==> config.mk <==
export PLATFORM = sky130hd
export DESIGN_NAME = trng_health_buffer_flat
export DESIGN_NICKNAME = d
export VERILOG_FILES = /design/src/rtl/trng_health_buffer_if.sv /design/src/rtl/trng_health_buffer.sv /design/src/flat_wrapper.sv
export SDC_FILE = /design/constraint.sdc
export NUM_CORES = 1
export LEC_CHECK = 0
export CORE_MARGIN = 3
export CORE_UTILIZATION = 45
export DETAILED_ROUTE_END_ITERATION = 6
export HOLD_SLACK_MARGIN = 0.15
export PLACE_DENSITY = 0.69
export SETUP_SLACK_MARGIN = 0.2
export SYNTH_ARGS = -nofsm -noshare
export SYNTH_HDL_FRONTEND = slang
export SYNTH_SLANG_ARGS = --single-unit
==> constraint.sdc <==
create_clock -name clk -period 5.55 [get_ports clk]
set_input_delay 1.3875 -clock clk [delete_from_list [all_inputs] [get_ports clk]]
set_output_delay 1.3875 -clock clk [all_outputs]
set_load 0.01 [all_outputs]
==> src/rtl/trng_health_buffer_if.sv <==
// Entropy bit stream in, packed word stream out (valid/ready) for trng_health_buffer.
interface trng_health_buffer_if;
  logic        bit_in;
  logic        bit_valid;
  logic [31:0] word_out;
  logic        word_valid;
  logic        word_ready;

  modport master (output bit_in, bit_valid, word_ready, input word_out, word_valid);
  modport slave  (input bit_in, bit_valid, word_ready, output word_out, word_valid);
endinterface

==> src/rtl/trng_health_buffer.sv <==
// TRNG health stage: repetition-count and adaptive-proportion tests on the debiased
// stream; passing bits are packed MSB-first into 32-bit words and queued in a FIFO.
//
// state   | meaning
// STARTUP | tests running, waiting for one clean APT window, no packing
// RUN     | tests running, passing bits packed and pushed to the FIFO
// ALARM   | health failure latched; datapath held cleared until alarm_clr
module trng_health_buffer #(
  parameter int RCT_CUTOFF = 16,
  parameter int APT_WINDOW = 512,
  parameter int APT_CUTOFF = 410,
  parameter int FIFO_DEPTH = 4
) (
  input  logic                        clk,
  input  logic                        rst,
  input  logic                        en,
  trng_health_buffer_if.slave         bus,
  output logic                        alarm,
  input  logic                        alarm_clr,
  output logic                        startup_done,
  output logic                        overflow,
  output logic [$clog2(FIFO_DEPTH):0] fifo_level
);
  localparam int WW = $clog2(APT_WINDOW);
  localparam int AW = $clog2(FIFO_DEPTH);
  localparam logic [7:0]    RCT_LIM  = 8'(RCT_CUTOFF);
  localparam logic [WW-1:0] APT_LIM  = WW'(APT_CUTOFF);
  localparam logic [WW-1:0] WIN_LAST = WW'(APT_WINDOW - 1);
  localparam logic [AW:0]   FULL_LVL = (AW+1)'(FIFO_DEPTH);

  typedef enum logic [1:0] {S_STARTUP, S_RUN, S_ALARM} state_t;
  state_t state, state_nxt;

  logic [7:0]    rct_cnt;
  logic          prev_bit;
  logic [WW-1:0] apt_cnt;
  logic [WW-1:0] win_cnt;
  logic          apt_ref;
  logic [30:0]   pack;
  logic [4:0]    bit_cnt;
  logic [31:0]   mem [FIFO_DEPTH];
  logic [AW-1:0] rd_ptr, wr_ptr;
  logic [AW:0]   fifo_cnt;

  logic test_en, rct_fail, apt_fail, fail, word_done;
  logic full, not_empty, pop, push, drop, flush;

  // rct_cnt == 0 / win_cnt == 0 mark "first bit after restart" / "first bit of window"
  always_comb begin
    test_en   = en & bus.bit_valid & (state != S_ALARM);
    rct_fail  = test_en & (rct_cnt != '0) & (bus.bit_in == prev_bit) &
                ((rct_cnt + 8'd1) == RCT_LIM);
    apt_fail  = test_en & (win_cnt != '0) & (bus.bit_in == apt_ref) &
                ((apt_cnt + WW'(1)) == APT_LIM);
    fail      = rct_fail | apt_fail;
    word_done = test_en & ~fail & (state == S_RUN) & (bit_cnt == 5'd31);
    not_empty = fifo_cnt != '0;
    full      = fifo_cnt == FULL_LVL;
    pop       = not_empty & bus.word_ready;
    push      = word_done & (~full | pop);
    drop      = word_done & full & ~pop;
  end

  always_ff @(posedge clk or negedge rst) begin
    if (!rst) state <= S_STARTUP;
    else      state <= state_nxt;
  end

  always_comb begin
    state_nxt = state;
    flush     = fail;
    case (state)
      S_STARTUP: begin
        if (fail)                                 state_nxt = S_ALARM;
        else if (test_en && (win_cnt == WIN_LAST)) state_nxt = S_RUN;
      end
      S_RUN: begin
        if (fail) state_nxt = S_ALARM;
      end
      S_ALARM: begin
        flush = 1'b1;
        if (alarm_clr) state_nxt = S_STARTUP;
      end
      default: state_nxt = S_STARTUP;
    endcase
    alarm        = (state == S_ALARM);
    startup_done = (state == S_RUN);
  end

  always_ff @(posedge clk or negedge rst) begin
    if (!rst) begin
      rct_cnt  <= '0;
      prev_bit <= 1'b0;
      apt_cnt  <= '0;
      win_cnt  <= '0;
      apt_ref  <= 1'b0;
      pack     <= '0;
      bit_cnt  <= '0;
      rd_ptr   <= '0;
      wr_ptr   <= '0;
      fifo_cnt <= '0;
      overflow <= 1'b0;
    end else begin
      if (flush) begin
        rct_cnt  <= '0;
        prev_bit <= 1'b0;
        apt_cnt  <= '0;
        win_cnt  <= '0;
        apt_ref  <= 1'b0;
        pack     <= '0;
        bit_cnt  <= '0;
        rd_ptr   <= '0;
        wr_ptr   <= '0;
        fifo_cnt <= '0;
      end else begin
        if (test_en) begin
          prev_bit <= bus.bit_in;
          rct_cnt  <= ((rct_cnt != '0) && (bus.bit_in == prev_bit)) ? rct_cnt + 8'd1 : 8'd1;
          if (win_cnt == '0) begin
            apt_ref <= bus.bit_in;
            apt_cnt <= WW'(1);
          end else if (bus.bit_in == apt_ref) begin
            apt_cnt <= apt_cnt + WW'(1);
          end
          win_cnt <= win_cnt + WW'(1);
          if (state == S_RUN) begin
            pack    <= {pack[29:0], bus.bit_in};
            bit_cnt <= bit_cnt + 5'd1;
          end
        end
        if (push) wr_ptr <= wr_ptr + AW'(1);
        if (pop)  rd_ptr <= rd_ptr + AW'(1);
        fifo_cnt <= fifo_cnt + (AW+1)'(push) - (AW+1)'(pop);
      end
      if (drop)           overflow <= 1'b1;
      else if (alarm_clr) overflow <= 1'b0;
    end
  end

  always_ff @(posedge clk) begin
    if (push) mem[wr_ptr] <= {pack, bus.bit_in};
  end

  assign bus.word_valid = not_empty;
  assign bus.word_out   = not_empty ? mem[rd_ptr] : 32'h0;
  assign fifo_level     = fifo_cnt;
endmodule

==> src/flat_wrapper.sv <==
// flat-port wrapper written by rule: the top's interface ports become plain ports
module trng_health_buffer_flat 
#(
  parameter int RCT_CUTOFF = 16,
  parameter int APT_WINDOW = 512,
  parameter int APT_CUTOFF = 410,
  parameter int FIFO_DEPTH = 4
)
  (clk, rst, en, alarm, alarm_clr, startup_done, overflow, fifo_level, bus_bit_in, bus_bit_valid, bus_word_ready, bus_word_out, bus_word_valid);
  trng_health_buffer_if bus_i ();
  input  logic clk;
  input  logic rst;
  input  logic en;
  output logic alarm;
  input  logic alarm_clr;
  output logic startup_done;
  output logic overflow;
  output logic [$clog2(FIFO_DEPTH):0] fifo_level;
  input wire logic [$bits(bus_i.bit_in)-1:0] bus_bit_in;
  input wire logic [$bits(bus_i.bit_valid)-1:0] bus_bit_valid;
  input wire logic [$bits(bus_i.word_ready)-1:0] bus_word_ready;
  output wire logic [$bits(bus_i.word_out)-1:0] bus_word_out;
  output wire logic [$bits(bus_i.word_valid)-1:0] bus_word_valid;
  assign bus_i.bit_in = bus_bit_in;
  assign bus_i.bit_valid = bus_bit_valid;
  assign bus_i.word_ready = bus_word_ready;
  assign bus_word_out = bus_i.word_out;
  assign bus_word_valid = bus_i.word_valid;
  trng_health_buffer #(.RCT_CUTOFF(RCT_CUTOFF), .APT_WINDOW(APT_WINDOW), .APT_CUTOFF(APT_CUTOFF), .FIFO_DEPTH(FIFO_DEPTH)) u_core (.clk(clk), .rst(rst), .en(en), .bus(bus_i), .alarm(alarm), .alarm_clr(alarm_clr), .startup_done(startup_done), .overflow(overflow), .fifo_level(fifo_level));
endmodule
==> impl_metrics.tcl <==
set metrics [dict create \
    status "finished, final reports clean" \
    syn-num-nets 668 \
    path_clk_slew_ns 0.06 \
    grt_pass1_wl_um 28200 \
    synthToLayoutAreaGrowth_pct 16.3 \
    rr_worst_depth 14 \
    syn_avg_cell_area_sq_um 13.6 \
    cts-resized-gates 0 \
    crit_path_end "bus_word_out[31]" \
    syn_area_sq_um 8740 \
    die_x_um 145 \
    p_leak_nw 4.07 \
    reg2reg_slack_ns 1.95 \
    antenna_left 0 \
    cts_tree "yes" \
    holdCritPathClass "reg -> reg" \
    die_h_um 145 \
    fmax_ghz 0.228 \
    cts-buffers-inserted 22 \
    async_flop_share_pct 36.6 \
    ys_seq_elements 202 \
    synth_enable_flop_cells 128 \
    drt-initial-drc-count 346 \
    tightest_slew_ns 1.10 \
    io_buffer_count 45 \
    r2r_start "u_core.win_cnt[0]" \
    final_max_slew_viol_count 0 \
    drive_gt1_share_pct 13.2 \
    period_needed_ns 4.38 \
    cts.sinks 202 \
    cts_root_buf "clkbuf_16" \
    cp_slowest_cell "dfrtp_2" \
    ir_drop_mv 0.221 \
    crit_start "u_core.rd_ptr[0]" \
    stdcell_area_sq_um 10200 \
    seq_area_frac_synth_pct 65.1 \
    antenna_found_initial 0 \
    core_area_sq_um 18900 \
    r2r-end "u_core.fifo_level[2]" \
    grt_util_all_layers_pct 16.1 \
    postCtsSetupBuffers 0 \
    power.density_nw_per_um2 380 \
    drt_wl_total_um 17000 \
    place_area_sq_um 9470 \
    overflow 0 \
    fin_crit_sh_pct 78.9 \
    setup_violations 0 \
    synth.area.top_cells "edfxtp_1, dfrtp_1, mux4_2" \
    slowest_delay_ns 0.88 \
    cp.arrival_ns 2.99 \
    worstPathMaxFanout 22 \
    wl_per_cell_um 17.6 \
    grt_pass1_vias 5422 \
    ys.flop_type "edfxtp_1" \
    grt_max_degree 60 \
    ctsHoldBuffers 0 \
    clk_latency_ns 0.50 \
    p_total_w 0.00387 \
    start_util_pct 46.3 \
    clockBufferDepth 3 \
    netlist_instances 644 \
    ios 46 \
    num_vias 5305 \
    tns_ns 0 \
    start_kind "register" \
    fin_skew_ns 0.0165 \
    row_count 50 \
    grt_setup_unrepaired "no" \
    yosysUniqueCellTypes 53 \
    drtPass1Iterations 4 \
    synth_area_leader_cell "edfxtp_1" \
    slew_headroom_pct 26.5 \
    yosys_warnings 0 \
    hold_ws_ns 0.512 \
    dieArea_sq_um 21100 \
    required_ns 4.16 \
    crit_chain "buf_4, mux4_2, and2_1, clkdlybuf4s50_1" \
    cap_violations 0 \
    antenna_cells 0 \
    crit_path_end_kind "primary output" \
    hold_depth 0 \
    utilization_pct 53.8 \
    netlist.area_leader.share_pct 44.0 \
    fin_nets 714 \
    via_per_inst 5.49 \
    drc_errors 0 \
    path_class "reg -> out" \
    place_hpwl_um 9990 \
    hold_viol_final 0 \
    h-tree-depth 1 \
    gp_congestion 0.849 \
]
worst max-delay path, delay by kind of cell (launching register included):
| kind | cells | cell delay, ns |
|---|---|---|
| buffers and inverters | 2 | 0.89 |
| and+or+nand+nor | 1 | 0.19 |
| DFF | 1 | 0.88 |
| muxes | 1 | 0.53 |
sequential cells by signal, summed over array words and instances (netlist names):
signal and count:
u_core.fifo_level 3, u_core.state 2, u_core.apt_ref 1, u_core.bit_cnt 5, u_core.rd_ptr 2, u_core.win_cnt 9
u_core.apt_cnt 9, u_core.pack 31, u_core.mem 128, u_core.rct_cnt 8, u_core.wr_ptr 2, u_core.overflow 1
u_core.prev_bit 1
Yosys cell counts (11+ instances only):
| library cell | instances |
|---|---|
| edfxtp_1 | 128 |
| nand2_1 | 92 |
| dfrtp_1 | 74 |
| a21oi_1 | 47 |
| and2_1 | 36 |
| mux4_2 | 32 |
| nor2_1 | 32 |
| nand3_1 | 23 |
| clkbuf_1 | 20 |
| inv_1 | 17 |
| ha_1 | 16 |
| buf_2 | 13 |
| xor2_1 | 13 |
| and3_1 | 11 |
per-layer routing:
layer | vias up | GRT usage [%] | part of all wire, %
met5 | - | 0 | 0
met4 | 0 | 3.80 | 1.9
met3 | 34 | 3.43 | 5.5
met2 | 172 | 26.4 | 48
met1 | 2652 | 22.4 | 44
li1 | 2447 | - | -
how the worst min path moves through the flow:
stage,start,end
global placement,u_core.pack[30],u_core.mem[2][31]
CTS,u_core.pack[30],u_core.mem[2][31]
floorplan,u_core.pack[30],u_core.mem[0][31]
detailed placement,u_core.pack[30],u_core.mem[2][31]
global route,u_core.state[1],u_core.state[0]
finish,u_core.pack[30],u_core.mem[2][31]
cells by family after synthesis:
kind of cell	after synthesis	synth area share (%)
adder cells (fa/ha/maj)	17	2.52
XOR/XNOR	21	2.10
AND/OR/NAND/NOR	240	13.9
AO/OA/AOI/OAI	78	5.34
buffers and inverters	52	2.50
flip-flops	202	65.1
multiplexers	34	8.47
cell type report:
type	instances	area, sq um
inverter	18	67.6
tap	260	325
clock inverter	10	93.8
multi-input combinational	390	2850
fill	1591	8720
timing repair buffer	56	528
sequential	202	5700
clock buffer	30	611
cells in the final DEF, fill, tap and decap left out, drive strengths merged, types with 24 or more instances in the layout:
master	count
a21oi	47
and2	37
clkbuf	30
clkdlybuf4s50	44
dfrtp	74
edfxtp	128
mux4	32
nand2	93
nand3	24
nor2	32
power by group:
group / internal (W) / switching, W
logic: 0.000313 / 0.000297
clock network: 0.000823 / 0.000567
registers: 0.00166 / 0.000205
through the flow:
step	setup WS [ns]	instances
2_1_floorplan	0.706	644
3_3_place_gp	1.08	926
3_5_place_dp	0.976	926
4_1_cts	1.06	966
5_1_grt	0.937	966
6_report	1.17	966
No activity file was read; power rests on OpenSTA's default activity.
